$ cat src/rtl/pack_arbiter_if.sv
// Requester-side and buffer-side signals of the packet-write arbiter.
// The arbiter uses the slave view; sources and the packet buffer use the master view.
interface pack_arbiter_if #(
  parameter int NREQ = 4
);
  logic [NREQ-1:0]    reqStart;
  logic [NREQ-1:0]    reqWdAvail;
  logic [16*NREQ-1:0] reqWd;
  logic [NREQ-1:0]    reqCommit;
  logic [NREQ-1:0]    reqAbort;
  logic [NREQ-1:0]    reqGrant;
  logic               WdAvail;
  logic [15:0]        PacketWd;
  logic               PacketCommit;
  logic               PacketReset;
  logic               errPulse;
  logic [15:0]        dropCnt;

  modport slave (
    input  reqStart, reqWdAvail, reqWd, reqCommit, reqAbort,
    output reqGrant, WdAvail, PacketWd, PacketCommit, PacketReset, errPulse, dropCnt
  );

  modport master (
    output reqStart, reqWdAvail, reqWd, reqCommit, reqAbort,
    input  reqGrant, WdAvail, PacketWd, PacketCommit, PacketReset, errPulse, dropCnt
  );
endinterface

$ cat src/rtl/pack_arbiter.sv
// Packet-granular round-robin arbiter sharing the packet buffer's write port.
// One requester owns the port per packet; a word limit and an idle timeout bound each grant.
module pack_arbiter #(
  parameter int NREQ     = 4,
  parameter int MAXWORDS = 64,
  parameter int TIMEOUT  = 255
) (
  input  logic          clk,
  input  logic          rst,
  pack_arbiter_if.slave bus
);
  localparam int IDXW = $clog2(NREQ);
  localparam int CNTW = $clog2(MAXWORDS + 1);

  typedef enum logic [1:0] {IDLE, BUSY, DRAIN, GAP} state_t;

  state_t          state_q, state_d;
  logic [IDXW-1:0] rrPtr_q, rrPtr_d;
  logic [IDXW-1:0] idx_q, idx_d;
  logic [NREQ-1:0] grant_q, grant_d;
  logic [CNTW-1:0] wordCnt_q, wordCnt_d;
  logic [15:0]     idleCnt_q, idleCnt_d;
  logic            pend_q, pend_d;
  logic            wdAvail_q, wdAvail_d;
  logic            commit_q, commit_d;
  logic            reset_q, reset_d;
  logic            err_q, err_d;
  logic [15:0]     packetWd_q, packetWd_d;
  logic [15:0]     dropCnt_q, dropCnt_d;

  logic            anyReq;
  logic [IDXW-1:0] winner;
  logic [IDXW-1:0] cand;
  logic            selAvail, selCommit, selAbort;
  logic [15:0]     selWd;
  logic            endPkt;

  function automatic logic [15:0] sat_inc(input logic [15:0] v);
    return (v == 16'hFFFF) ? v : v + 16'd1;
  endfunction

  // First requester at or after rrPtr, wrapping modulo NREQ.
  always_comb begin
    anyReq = 1'b0;
    winner = '0;
    cand   = '0;
    for (int k = 0; k < NREQ; k++) begin
      cand = IDXW'((int'(rrPtr_q) + k) % NREQ);
      if (!anyReq && bus.reqStart[cand]) begin
        anyReq = 1'b1;
        winner = cand;
      end
    end
  end

  always_comb begin
    selAvail  = 1'b0;
    selCommit = 1'b0;
    selAbort  = 1'b0;
    selWd     = '0;
    for (int i = 0; i < NREQ; i++) begin
      if (idx_q == IDXW'(i)) begin
        selAvail  = bus.reqWdAvail[i];
        selCommit = bus.reqCommit[i];
        selAbort  = bus.reqAbort[i];
        selWd     = bus.reqWd[16*i +: 16];
      end
    end
  end

  always_comb begin
    state_d    = state_q;
    rrPtr_d    = rrPtr_q;
    idx_d      = idx_q;
    grant_d    = grant_q;
    wordCnt_d  = wordCnt_q;
    idleCnt_d  = idleCnt_q;
    pend_d     = pend_q;
    wdAvail_d  = 1'b0;
    commit_d   = 1'b0;
    reset_d    = 1'b0;
    err_d      = 1'b0;
    packetWd_d = packetWd_q;
    dropCnt_d  = dropCnt_q;
    endPkt     = 1'b0;
    case (state_q)
      IDLE: begin
        if (anyReq) begin
          state_d         = BUSY;
          idx_d           = winner;
          grant_d         = '0;
          grant_d[winner] = 1'b1;
          rrPtr_d         = (winner == IDXW'(NREQ - 1)) ? '0 : winner + 1'b1;
          wordCnt_d       = '0;
          idleCnt_d       = '0;
          pend_d          = 1'b0;
        end
      end
      BUSY: begin
        // A commit that arrived with the last word goes out the cycle after it.
        if (pend_q) begin
          commit_d = 1'b1;
          endPkt   = 1'b1;
        end else if (selAbort) begin
          reset_d   = 1'b1;
          dropCnt_d = sat_inc(dropCnt_q);
          endPkt    = 1'b1;
        end else if (selAvail && wordCnt_q == CNTW'(MAXWORDS)) begin
          reset_d   = 1'b1;
          err_d     = 1'b1;
          dropCnt_d = sat_inc(dropCnt_q);
          if (selCommit) endPkt  = 1'b1;
          else           state_d = DRAIN;
        end else if (selAvail) begin
          wdAvail_d  = 1'b1;
          packetWd_d = selWd;
          wordCnt_d  = wordCnt_q + 1'b1;
          idleCnt_d  = '0;
          pend_d     = selCommit;
        end else if (selCommit) begin
          commit_d = 1'b1;
          endPkt   = 1'b1;
        end else if (idleCnt_q == 16'(TIMEOUT - 1)) begin
          reset_d   = 1'b1;
          err_d     = 1'b1;
          dropCnt_d = sat_inc(dropCnt_q);
          endPkt    = 1'b1;
        end else begin
          idleCnt_d = idleCnt_q + 16'd1;
        end
      end
      DRAIN: begin
        if (selCommit || selAbort) endPkt = 1'b1;
      end
      GAP:     state_d = IDLE;
      default: state_d = IDLE;
    endcase
    if (endPkt) begin
      state_d = GAP;
      grant_d = '0;
      pend_d  = 1'b0;
    end
  end

  always_ff @(posedge clk or negedge rst) begin
    if (!rst) begin
      state_q    <= IDLE;
      rrPtr_q    <= '0;
      idx_q      <= '0;
      grant_q    <= '0;
      wordCnt_q  <= '0;
      idleCnt_q  <= '0;
      pend_q     <= 1'b0;
      wdAvail_q  <= 1'b0;
      commit_q   <= 1'b0;
      reset_q    <= 1'b0;
      err_q      <= 1'b0;
      packetWd_q <= '0;
      dropCnt_q  <= '0;
    end else begin
      state_q    <= state_d;
      rrPtr_q    <= rrPtr_d;
      idx_q      <= idx_d;
      grant_q    <= grant_d;
      wordCnt_q  <= wordCnt_d;
      idleCnt_q  <= idleCnt_d;
      pend_q     <= pend_d;
      wdAvail_q  <= wdAvail_d;
      commit_q   <= commit_d;
      reset_q    <= reset_d;
      err_q      <= err_d;
      packetWd_q <= packetWd_d;
      dropCnt_q  <= dropCnt_d;
    end
  end

  assign bus.reqGrant     = grant_q;
  assign bus.WdAvail      = wdAvail_q;
  assign bus.PacketWd     = packetWd_q;
  assign bus.PacketCommit = commit_q;
  assign bus.PacketReset  = reset_q;
  assign bus.errPulse     = err_q;
  assign bus.dropCnt      = dropCnt_q;
endmodule
$ cat src/flat_wrapper.sv
// flat-port wrapper written by rule: the top's interface ports become plain ports
module pack_arbiter_flat 
#(
  parameter int NREQ     = 4,
  parameter int MAXWORDS = 64,
  parameter int TIMEOUT  = 255
)
  (clk, rst, bus_reqStart, bus_reqWdAvail, bus_reqWd, bus_reqCommit, bus_reqAbort, bus_reqGrant, bus_WdAvail, bus_PacketWd, bus_PacketCommit, bus_PacketReset, bus_errPulse, bus_dropCnt);
  pack_arbiter_if #(.NREQ(NREQ)) bus_i ();
  input  logic clk;
  input  logic rst;
  input wire logic [$bits(bus_i.reqStart)-1:0] bus_reqStart;
  input wire logic [$bits(bus_i.reqWdAvail)-1:0] bus_reqWdAvail;
  input wire logic [$bits(bus_i.reqWd)-1:0] bus_reqWd;
  input wire logic [$bits(bus_i.reqCommit)-1:0] bus_reqCommit;
  input wire logic [$bits(bus_i.reqAbort)-1:0] bus_reqAbort;
  output wire logic [$bits(bus_i.reqGrant)-1:0] bus_reqGrant;
  output wire logic [$bits(bus_i.WdAvail)-1:0] bus_WdAvail;
  output wire logic [$bits(bus_i.PacketWd)-1:0] bus_PacketWd;
  output wire logic [$bits(bus_i.PacketCommit)-1:0] bus_PacketCommit;
  output wire logic [$bits(bus_i.PacketReset)-1:0] bus_PacketReset;
  output wire logic [$bits(bus_i.errPulse)-1:0] bus_errPulse;
  output wire logic [$bits(bus_i.dropCnt)-1:0] bus_dropCnt;
  assign bus_i.reqStart = bus_reqStart;
  assign bus_i.reqWdAvail = bus_reqWdAvail;
  assign bus_i.reqWd = bus_reqWd;
  assign bus_i.reqCommit = bus_reqCommit;
  assign bus_i.reqAbort = bus_reqAbort;
  assign bus_reqGrant = bus_i.reqGrant;
  assign bus_WdAvail = bus_i.WdAvail;
  assign bus_PacketWd = bus_i.PacketWd;
  assign bus_PacketCommit = bus_i.PacketCommit;
  assign bus_PacketReset = bus_i.PacketReset;
  assign bus_errPulse = bus_i.errPulse;
  assign bus_dropCnt = bus_i.dropCnt;
  pack_arbiter #(.NREQ(NREQ), .MAXWORDS(MAXWORDS), .TIMEOUT(TIMEOUT)) u_core (.clk(clk), .rst(rst), .bus(bus_i));
endmodule
$ cat config.mk
export PLATFORM = sky130hd
export DESIGN_NAME = pack_arbiter_flat
export DESIGN_NICKNAME = d
export VERILOG_FILES = /design/src/rtl/pack_arbiter_if.sv /design/src/rtl/pack_arbiter.sv /design/src/flat_wrapper.sv
export SDC_FILE = /design/constraint.sdc
export NUM_CORES = 1
export LEC_CHECK = 0
export ABC_AREA = 1
export CAP_MARGIN = 40
export CELL_PAD_IN_SITES_DETAIL_PLACEMENT = 0
export CELL_PAD_IN_SITES_GLOBAL_PLACEMENT = 1
export CORE_MARGIN = 2
export CORE_UTILIZATION = 35
export DETAILED_ROUTE_END_ITERATION = 8
export PLACE_DENSITY = 0.84
export SYNTH_ARGS = -nofsm -noshare
export SYNTH_HDL_FRONTEND = slang
export SYNTH_SLANG_ARGS = --single-unit
$ cat constraint.sdc
create_clock -name clk -period 2.65 [get_ports clk]
set_clock_uncertainty 0.15 [all_clocks]
set_input_delay 0.53 -clock clk [delete_from_list [all_inputs] [get_ports clk]]
set_output_delay 0.53 -clock clk [all_outputs]
set_load 0.005 [all_outputs]
==> results.json <==
{
  "status": "completed",
  "drive_above_1_share_pct": 13.55,
  "yosysTopAreaCell": "dfrtp_1",
  "grt_pass1_vias": 4364,
  "cts_resized": 0,
  "cts_tree": "yes",
  "fillers": 1306,
  "required_ns": 2.73,
  "fmax_mhz": 421.0,
  "drt_iter0_markers": 171,
  "root_buffer": "clkbuf_16",
  "ctsHtreeMaxLevel": 3,
  "multi_input_area_sq_um": 2576,
  "reg2regPathDepth": 14,
  "grt_max_degree": 71,
  "ys_ff_latch": 70,
  "clk_path_buf_depth": 2,
  "synth_common_cells": "nand2_1, dfrtp_1, inv_1",
  "setup_viol": 0,
  "seq_area_sq_um": 1752,
  "place.gp.congestion": 0.8469,
  "end_kind": "flip-flop",
  "placementRows": 42,
  "drc": 0,
  "layout.nets": 850,
  "grt_usage_pct": 17.36,
  "slew_headroom_pct": 71.63,
  "maxCapViolations": 0,
  "synth-seq-area-share_pct": 37.38,
  "yosys_warnings": 0,
  "fin_util_pct": 49.10,
  "finalPower_uw": 6441,
  "antenna_found_initial": 0,
  "critPathKind": "flip-flop to flip-flop",
  "firstDrtPassIters": 4,
  "worstPathCellList": "nand2_1 -> inv_1 -> buf_4 -> nand2_1 -> nand2_1 -> clkinv_1 -> nand3_1 -> nand2_2 -> nand2_4 -> clkinv_2 -> nand2_2 -> nor2_1 -> nand2_1 -> nand2_1",
  "clk_pin_slew_worst_paths_ns": 0.06,
  "synth_area_leaders": "dfrtp_1, nand2_1, o21ai_2",
  "critPathLaunch": "u_core.idx_q[0]",
  "initial_core_util_pct": 35.67,
  "hpwl_um": 9146,
  "yosysMostFrequentCell": "nand2_1",
  "synth_area_sq_um": 4686,
  "die_h_um": 119.7,
  "worstPathMaxFanout": 14,
  "ant_nets": 0,
  "fin_tns_setup_ns": 0,
  "synthCells": 630,
  "dpl.cell_count": 920,
  "fp.dieW_um": 119.7,
  "cts_sinks": 70,
  "routed_wl_um": 11950,
  "timing.final.hold_violations": 0,
  "endpoint": "u_core.bus.dropCnt[5]",
  "fin_cells": 936,
  "grt_remaining_overflow": 0,
  "vias": 4440,
  "worst_ep_arrival_time_ns": 2.45,
  "synth_edf_count": 0,
  "critPathLaunchType": "flip-flop",
  "via_per_inst": 4.744,
  "leakagePower_uw": 0.002930,
  "clk_latency_ns": 0.34,
  "core_area_sq_um": 13140,
  "tightestPinTransition_ns": 0.4251,
  "synth-main-ff-cell": "dfrtp_1",
  "async_flop_share_pct": 100.0,
  "syn_to_final_growth_pct": 37.68,
  "numPortBuffers": 121,
  "r2r_slack_ns": 0.27,
  "fin_crit_sh_pct": 89.64,
  "die-area_sq_um": 14330,
  "io_pins": 122,
  "cts_setup_buffers": 0,
  "wl_per_cell_um": 12.76,
  "synth_nets": 725,
  "crit_top_cell": "nand2_1",
  "numCtsBuffers": 9,
  "reg2reg_from": "u_core.idx_q[0]",
  "synth_top_area_share_pct": 37.38,
  "r2r_end": "u_core.bus.dropCnt[5]",
  "slowest_delay_ns": 0.56,
  "diodes": 0,
  "setup_slack_ns": 0.2745,
  "syn_avg_cell_area_sq_um": 7.438,
  "cts_hold_buf": 0,
  "p_per_area_nw_per_um2": 998.5,
  "post_synth_num_cell_types": 36,
  "place_ws_ns": -0.03741,
  "fin_crit_ns": 2.375,
  "irDropWorstVdd_uv": 465.3,
  "grt_pass1_wl_um": 20110,
  "crit_slowest_cell": "dfrtp_1",
  "slew_viol_final": 0,
  "rsz0062_at_grt": "false",
  "hold_path.class": "input pin to async pin"
}
cells by family after synthesis:
logic type,after synthesis,synth area share [%]
simple gates,351,33.59
compound gates,88,12.52
buf+inv,80,7.637
flops,70,37.38
xor+xnor,28,5.394
fa+ha+maj,13,3.471
worst min path at each step:
stage | startpoint | to | slack, ns | depth (start not counted)
floorplan | rst | u_core.bus.PacketCommit | 0.08 | 0
global placement | u_core.bus.PacketWd[5] | u_core.bus.PacketWd[5] | 0.31 | 2
detailed placement | u_core.bus.PacketWd[0] | u_core.bus.PacketWd[0] | 0.32 | 2
CTS | rst | u_core.idleCnt_q[3] | 0.09 | 2
global route | rst | u_core.rrPtr_q[0] | 0.09 | 2
finish | rst | u_core.rrPtr_q[0] | 0.07 | 2
layout make-up:
cell class                      instances  share of cell area (%)
Timing Repair Buffer                  134                   20.60
Multi-Input combinational cell        480                   39.93
Sequential cell                        70                   27.15
Clock inverter                          7                   1.901
Clock buffer                            9                   3.491
Tap cell                              176                   3.413
Inverter                               60                   3.510
routing by layer:
metal | part of all wire, % | GRT usage [%] | vias to the layer above
li1 | - | - | 2271
met1 | 42 | 20.10 | 2048
met2 | 48 | 29.82 | 105
met3 | 7.5 | 6.321 | 16
met4 | 1.8 | 5.588 | 0
met5 | 0 | 0 | -
critical path: cells and delay by family, from the launching register on:
family                 cells  cell delay (ns)
and+or+nand+nor           10             0.98
DFF                        1             0.56
buffers and inverters      4             0.56
flip-flops by register name, indices dropped and copies added, names as in the netlist:
| signal | cells |
|---|---|
| u_core.bus.errPulse | 1 |
| u_core.idleCnt_q | 16 |
| u_core.rrPtr_q | 2 |
| u_core.wordCnt_q | 7 |
| u_core.bus.WdAvail | 1 |
| u_core.idx_q | 2 |
| u_core.bus.PacketWd | 16 |
| u_core.pend_q | 1 |
| u_core.state_q | 2 |
| u_core.bus.PacketCommit | 1 |
| u_core.bus.PacketReset | 1 |
| u_core.bus.dropCnt | 16 |
| u_core.bus.reqGrant | 4 |
stage by stage:
step                      area [sq um]  hold slack (ns)
after floorplan                   4686          0.08441
after global placement            6103           0.3143
after detailed placement          6103           0.3235
after CTS                         6451          0.09065
after global routing              6451          0.09401
final                             6451          0.06721
power breakdown:
group	switching, uW	internal [uW]
logic	2110	1340
registers	253	1340
clock network	481	922
total	2850	3600
layout by cell type, fill, tap and decap left out, types with 14 or more instances in the layout:
master             n
o21ai_0           27
nand2_1          209
nand3_1           31
dfrtp_1           70
xor2_1            16
nand2_2           17
nand4_1           14
inv_1             51
clkdlybuf4s50_1  120
o21ai_2           24
nor2_1            44
No activity file was read; power rests on OpenSTA's default activity.
